==> src/rtl/fetch_queue.sv <==
// Instruction fetch stage: owns fetch PC, prefetch FIFO, valid/ready to decode.
// Optional halt on SYSTEM opcode via FETCH_HALT_ON_SYSTEM_EN.
module fetch_queue #(
  parameter int                ADDR_W   = 9,
  parameter int                DEPTH    = 4,
  parameter logic [ADDR_W-1:0] RESET_PC = '0
) (
  input  logic              clk,
  input  logic              rst_n,
  output logic [ADDR_W-1:0] imem_addr,
  input  logic [31:0]       imem_rdata,
  output logic              imem_en,
  input  logic              redirect_valid,
  input  logic [ADDR_W-1:0] redirect_pc,
  output logic              if_valid,
  input  logic              if_ready,
  output logic [31:0]       if_instr,
  output logic [ADDR_W-1:0] if_pc,
  output logic              misalign_err,
  output logic              halted
);

  localparam int PW = $clog2(DEPTH);
  localparam int CW = PW + 1;
  localparam logic [CW-1:0] DEPTH_C = CW'(DEPTH);
  localparam logic [31:0] NOP = 32'h00000013;
  localparam logic [6:0] OP_SYSTEM = 7'b1110011;

  logic [ADDR_W-1:0] fetch_pc_q, fetch_pc_d;
  logic [CW-1:0]     count_q, count_d;
  logic [PW-1:0]     rd_ptr_q, rd_ptr_d;
  logic [PW-1:0]     wr_ptr_q, wr_ptr_d;
  logic              misalign_q, misalign_d;
  logic [ADDR_W-1:0] pc_mem_q [DEPTH];
  logic [ADDR_W-1:0] pc_mem_d [DEPTH];
  logic [31:0]       instr_mem_q [DEPTH];
  logic [31:0]       instr_mem_d [DEPTH];
  logic              halted_q;
  logic              pop;
  logic              push;

`ifdef FETCH_HALT_ON_SYSTEM_EN
  logic halted_d;
`else
  assign halted_q = 1'b0;
`endif

  assign if_valid     = rst_n & (count_q != '0);
  assign pop          = if_valid & if_ready;
  assign push         = rst_n & ~redirect_valid & ~misalign_q & ~halted_q
                      & ((count_q < DEPTH_C) | pop);
  assign imem_en      = push;
  assign imem_addr    = fetch_pc_q;
  assign if_instr     = if_valid ? instr_mem_q[rd_ptr_q] : NOP;
  assign if_pc        = if_valid ? pc_mem_q[rd_ptr_q] : '0;
  assign misalign_err = misalign_q;
  assign halted       = halted_q;

  always_comb begin
    fetch_pc_d  = fetch_pc_q;
    count_d     = count_q;
    rd_ptr_d    = rd_ptr_q;
    wr_ptr_d    = wr_ptr_q;
    misalign_d  = misalign_q;
    pc_mem_d    = pc_mem_q;
    instr_mem_d = instr_mem_q;
    if (redirect_valid) begin
      count_d  = '0;
      rd_ptr_d = '0;
      wr_ptr_d = '0;
      if (redirect_pc[1:0] == 2'b00) begin
        fetch_pc_d = redirect_pc;
        misalign_d = 1'b0;
      end else begin
        misalign_d = 1'b1;
      end
    end else begin
      if (push) begin
        pc_mem_d[wr_ptr_q]    = fetch_pc_q;
        instr_mem_d[wr_ptr_q] = imem_rdata;
        wr_ptr_d              = wr_ptr_q + 1'b1;
        fetch_pc_d            = fetch_pc_q + ADDR_W'(4);
      end
      if (pop) begin
        rd_ptr_d = rd_ptr_q + 1'b1;
      end
      count_d = count_q + CW'(push) - CW'(pop);
    end
  end

`ifdef FETCH_HALT_ON_SYSTEM_EN
  // The SYSTEM word is still queued; only later pushes are blocked.
  always_comb begin
    halted_d = halted_q;
    if (redirect_valid) begin
      if (redirect_pc[1:0] == 2'b00) halted_d = 1'b0;
    end else if (push && imem_rdata[6:0] == OP_SYSTEM) begin
      halted_d = 1'b1;
    end
  end

  always_ff @(posedge clk) begin
    if (!rst_n) halted_q <= 1'b0;
    else        halted_q <= halted_d;
  end
`else
  logic unused_op;
  assign unused_op = &{1'b0, OP_SYSTEM};
`endif

  always_ff @(posedge clk) begin
    if (!rst_n) begin
      fetch_pc_q <= RESET_PC;
      count_q    <= '0;
      rd_ptr_q   <= '0;
      wr_ptr_q   <= '0;
      misalign_q <= 1'b0;
    end else begin
      fetch_pc_q <= fetch_pc_d;
      count_q    <= count_d;
      rd_ptr_q   <= rd_ptr_d;
      wr_ptr_q   <= wr_ptr_d;
      misalign_q <= misalign_d;
    end
  end

  always_ff @(posedge clk) begin
    pc_mem_q    <= pc_mem_d;
    instr_mem_q <= instr_mem_d;
  end

endmodule
==> config.mk <==
export PLATFORM = sky130hd
export DESIGN_NAME = fetch_queue
export DESIGN_NICKNAME = d
export VERILOG_FILES = /design/src/rtl/fetch_queue.sv
export SDC_FILE = /design/constraint.sdc
export NUM_CORES = 1
export LEC_CHECK = 0
export ABC_AREA = 0
export BUFFER_PORTS_ARGS = -buffer_cell sky130_fd_sc_hd__buf_2
export CORE_UTILIZATION = 49
export DETAILED_ROUTE_END_ITERATION = 6
export PLACE_DENSITY = 0.78
export SLEW_MARGIN = 10
export SYNTH_ARGS = -nofsm -noshare
export SYNTH_HDL_FRONTEND = slang
export SYNTH_SLANG_ARGS = --single-unit
==> constraint.sdc <==
create_clock -name clk -period 3.1 [get_ports clk]
set_input_delay 0.62 -clock clk [delete_from_list [all_inputs] [get_ports clk]]
set_output_delay 0.62 -clock clk [all_outputs]
set_load 0.1 [all_outputs]
==> results.yml <==
clock_tree:
  cts_setup_buffers: 0
  hold_buffers: 0
  cts_max_path_buffers: 2
  htreeDepth: 4
  cts_buffers: 17
  clkTransAtPathRegs_ns: 0.06
  ctsResizeCount: 0
  cts_tree: "yes"
  clk_latency_ns: 0.42
  cts_root_buffer: "clkbuf_16"
  cts_sinks: 181
synth:
  synthDistinctLibCells: 40
  ys_ff_latch: 181
  syn_inst: 365
  synthesis.area_mm2: 0.00719
  synth_edf_count: 164
  syn_avg_cell_area_um2: 19.7
  syn-num-nets: 418
  yosys_most_used_dff: "edfxtp_1"
  ys_seq_area_share_pct: 73.2
  async_reset_ff_share_pct: 0
  yosys_warnings: 0
timing:
  grt_setup_unrepaired: "false"
  clock.fmax_ghz: 0.353
  finalCritPeriodShare_pct: 91.4
  hold_viol: 0
  setup_slack_ns: 0.266
  worst_pin_slew_ns: 0.536
  layout_min_cycle_time_ns: 2.83
  setup_tns_ns: 0
  relSlewSlack_pct: 64.3
  slew_viol_final: 0
  setup-violations-final: 0
  skew_ns: 0.00722
finish:
  seqCellArea_mm2: 0.00527
  fillerInstances: 993
  finalInstanceArea_mm2: 0.00904
  n_antenna_cell: 0
  area_growth_pct: 25.6
  drive_gt1_share_pct: 37.9
  fin_nets: 526
  multi_input_area_mm2: 0.00174
outcome:
  outcome: "finished clean"
critical_path:
  reg2reg_to: "count_q[2]"
  cp.required_ns: 2.48
  crit_type: "reg2out"
  r2r_start: "count_q[1]"
  arrival_ns: 2.21
  cp-start-kind: "register"
  cp-end-kind: "output port"
  ff2ff_path_depth: 9
  r2r_slack_ns: 0.83
  cp_max_fo: 22
route:
  wl_mm: 12.7
  via_per_inst: 5.44
  first_iter_violations: 278
  ant_nets: 0
  routed-via-count: 3623
  drtPass1Iterations: 4
  drc_errors: 0
  wire_per_inst_um: 19.1
pwr:
  power_frac_seq_pct: 52.9
  power_density_mw_per_mm2: 570
  vdd.ir_drop.worst_mv: 0.341
  swShare_pct: 21.8
  power.switching_mw: 1.12
  p_comb_share_pct: 7.6
  p_int_mw: 4.03
  pwr-share-clk_pct: 39.5
  p_leak_nw: 3.09
floorplan:
  ioPinCount: 99
  row_count: 43
  die_w_um: 123
  dieArea_mm2: 0.0152
  initial_core_util_pct: 51.0
  die_h_um: 123
  core_mm2: 0.0141
grt:
  grt_pass1_wl_mm: 19.8
  grt_max_degree: 42
  grt_pass1_vias: 3675
  antenna_found_initial: 0
  track_usage_pct: 18.3
  grt-ovfl-total: 0
min_path:
  whs_endpoint: "instr_mem_q[89]"
  hold_depth: 1
  min_from: "imem_rdata[25]"
  min_path_type: "in2reg"
placed_design:
  pre_cts_slack_ns: 0.561
  io_buffers: 97
  globalplace.congestion: 0.852
  hpwl_mm: 7.81
  dpl_cell_area_mm2: 0.00847
flow_run:
  cap_violations: 0
[logic make-up after synthesis]
group / count (synthesis) / synth area share [%]
mux: 42 / 13.1
other cells: 1 / 0.0521
compound gates: 21 / 2.19
simple gates: 80 / 6.61
buf+inv: 27 / 2.70
xor+xnor: 5 / 0.609
fa+ha+maj: 8 / 1.50
flops: 181 / 73.2
[layout by cell type, fill, tap and decap left out, types with 5 or more instances in the layout]
cell type / instances
buf_12: 44
ha_1: 7
and2_1: 39
buf_2: 59
mux4_2: 38
edfxtp_1: 164
inv_1: 9
nor2_1: 10
clkbuf_16: 17
and3_1: 8
dfxtp_1: 15
a21oi_1: 5
[registers in the layout (all words and copies together), names as in the netlist]
name	cells
wr_ptr_q	2
pc_mem_q	36
imem_addr	9
misalign_err	1
instr_mem_q	128
rd_ptr_q	2
count_q	3
[routing by layer]
metal	part of all wire [%]	GRT usage, %
met2	52	29.8
met4	1.4	8.21
met5	0	0
met3	4.4	4.29
met1	42	23.6
[cell type report]
| class | instances | area share (%) |
|---|---|---|
| Multi-Input combinational cell | 157 | 19.2 |
| Clock buffer | 22 | 5.03 |
| Inverter | 9 | 0.374 |
| Sequential cell | 181 | 58.3 |
| Tap cell | 180 | 2.49 |
| Timing Repair Buffer | 107 | 13.3 |
| Clock inverter | 10 | 1.19 |
[power groups by stage]
| stage | clock (mW) | sequential (mW) | combinational, mW |
|---|---|---|---|
| 2_1_floorplan | 0 | 2.82 | 0.208 |
| 3_3_place_gp | 0 | 2.77 | 0.384 |
| 3_5_place_dp | 0 | 2.78 | 0.394 |
| 4_1_cts | 2.07 | 2.73 | 0.395 |
| 5_1_grt | 2.17 | 2.73 | 0.413 |
| 6_report | 2.03 | 2.73 | 0.391 |
[worst max path at each step]
stage	depth (start not counted)	slack [ns]	end	startpoint
floorplan	4	0.15	instr_mem_q[0]	misalign_err
global placement	4	0.60	imem_en	redirect_valid
detailed placement	4	0.56	imem_en	redirect_valid
CTS	4	0.19	if_pc[7]	rd_ptr_q[0]
global route	4	0.12	if_instr[27]	rd_ptr_q[0]
finish	4	0.27	if_instr[24]	rd_ptr_q[0]
[critical path, stage by stage (launching register included)]
cell and delay, ns:
dfxtp_4 0.64, buf_4 0.27, mux4_2 0.51, and2_1 0.20, buf_12 0.17
[synthesized netlist by cell type (all sizes together), types with 3 or more instances]
library cell	count	area, µm²
a211oi	3	22.5
a21oi	5	25.0
and2	43	269
and3	8	50.1
buf	12	138
clkbuf	6	22.5
dfxtp	17	340
edfxtp	164	4920
ha	7	87.6
inv	9	33.8
mux4	41	935
nand2	4	15.0
nand2b	4	25.0
nand3	3	15.0
nor2	11	43.8
nor3	3	15.0
xnor2	4	35.0
[through the flow]
stage,cells,utilization (%),power [mW],hold WS (ns)
2_1_floorplan,365,-,3.03,0.506
3_3_place_gp,634,60.1,3.16,0.524
3_5_place_dp,634,60.1,3.17,0.549
4_1_cts,666,64.1,5.19,0.395
5_1_grt,666,64.1,5.31,0.394
6_report,666,64.1,5.15,0.415
No activity file was read; power rests on OpenSTA's default activity.
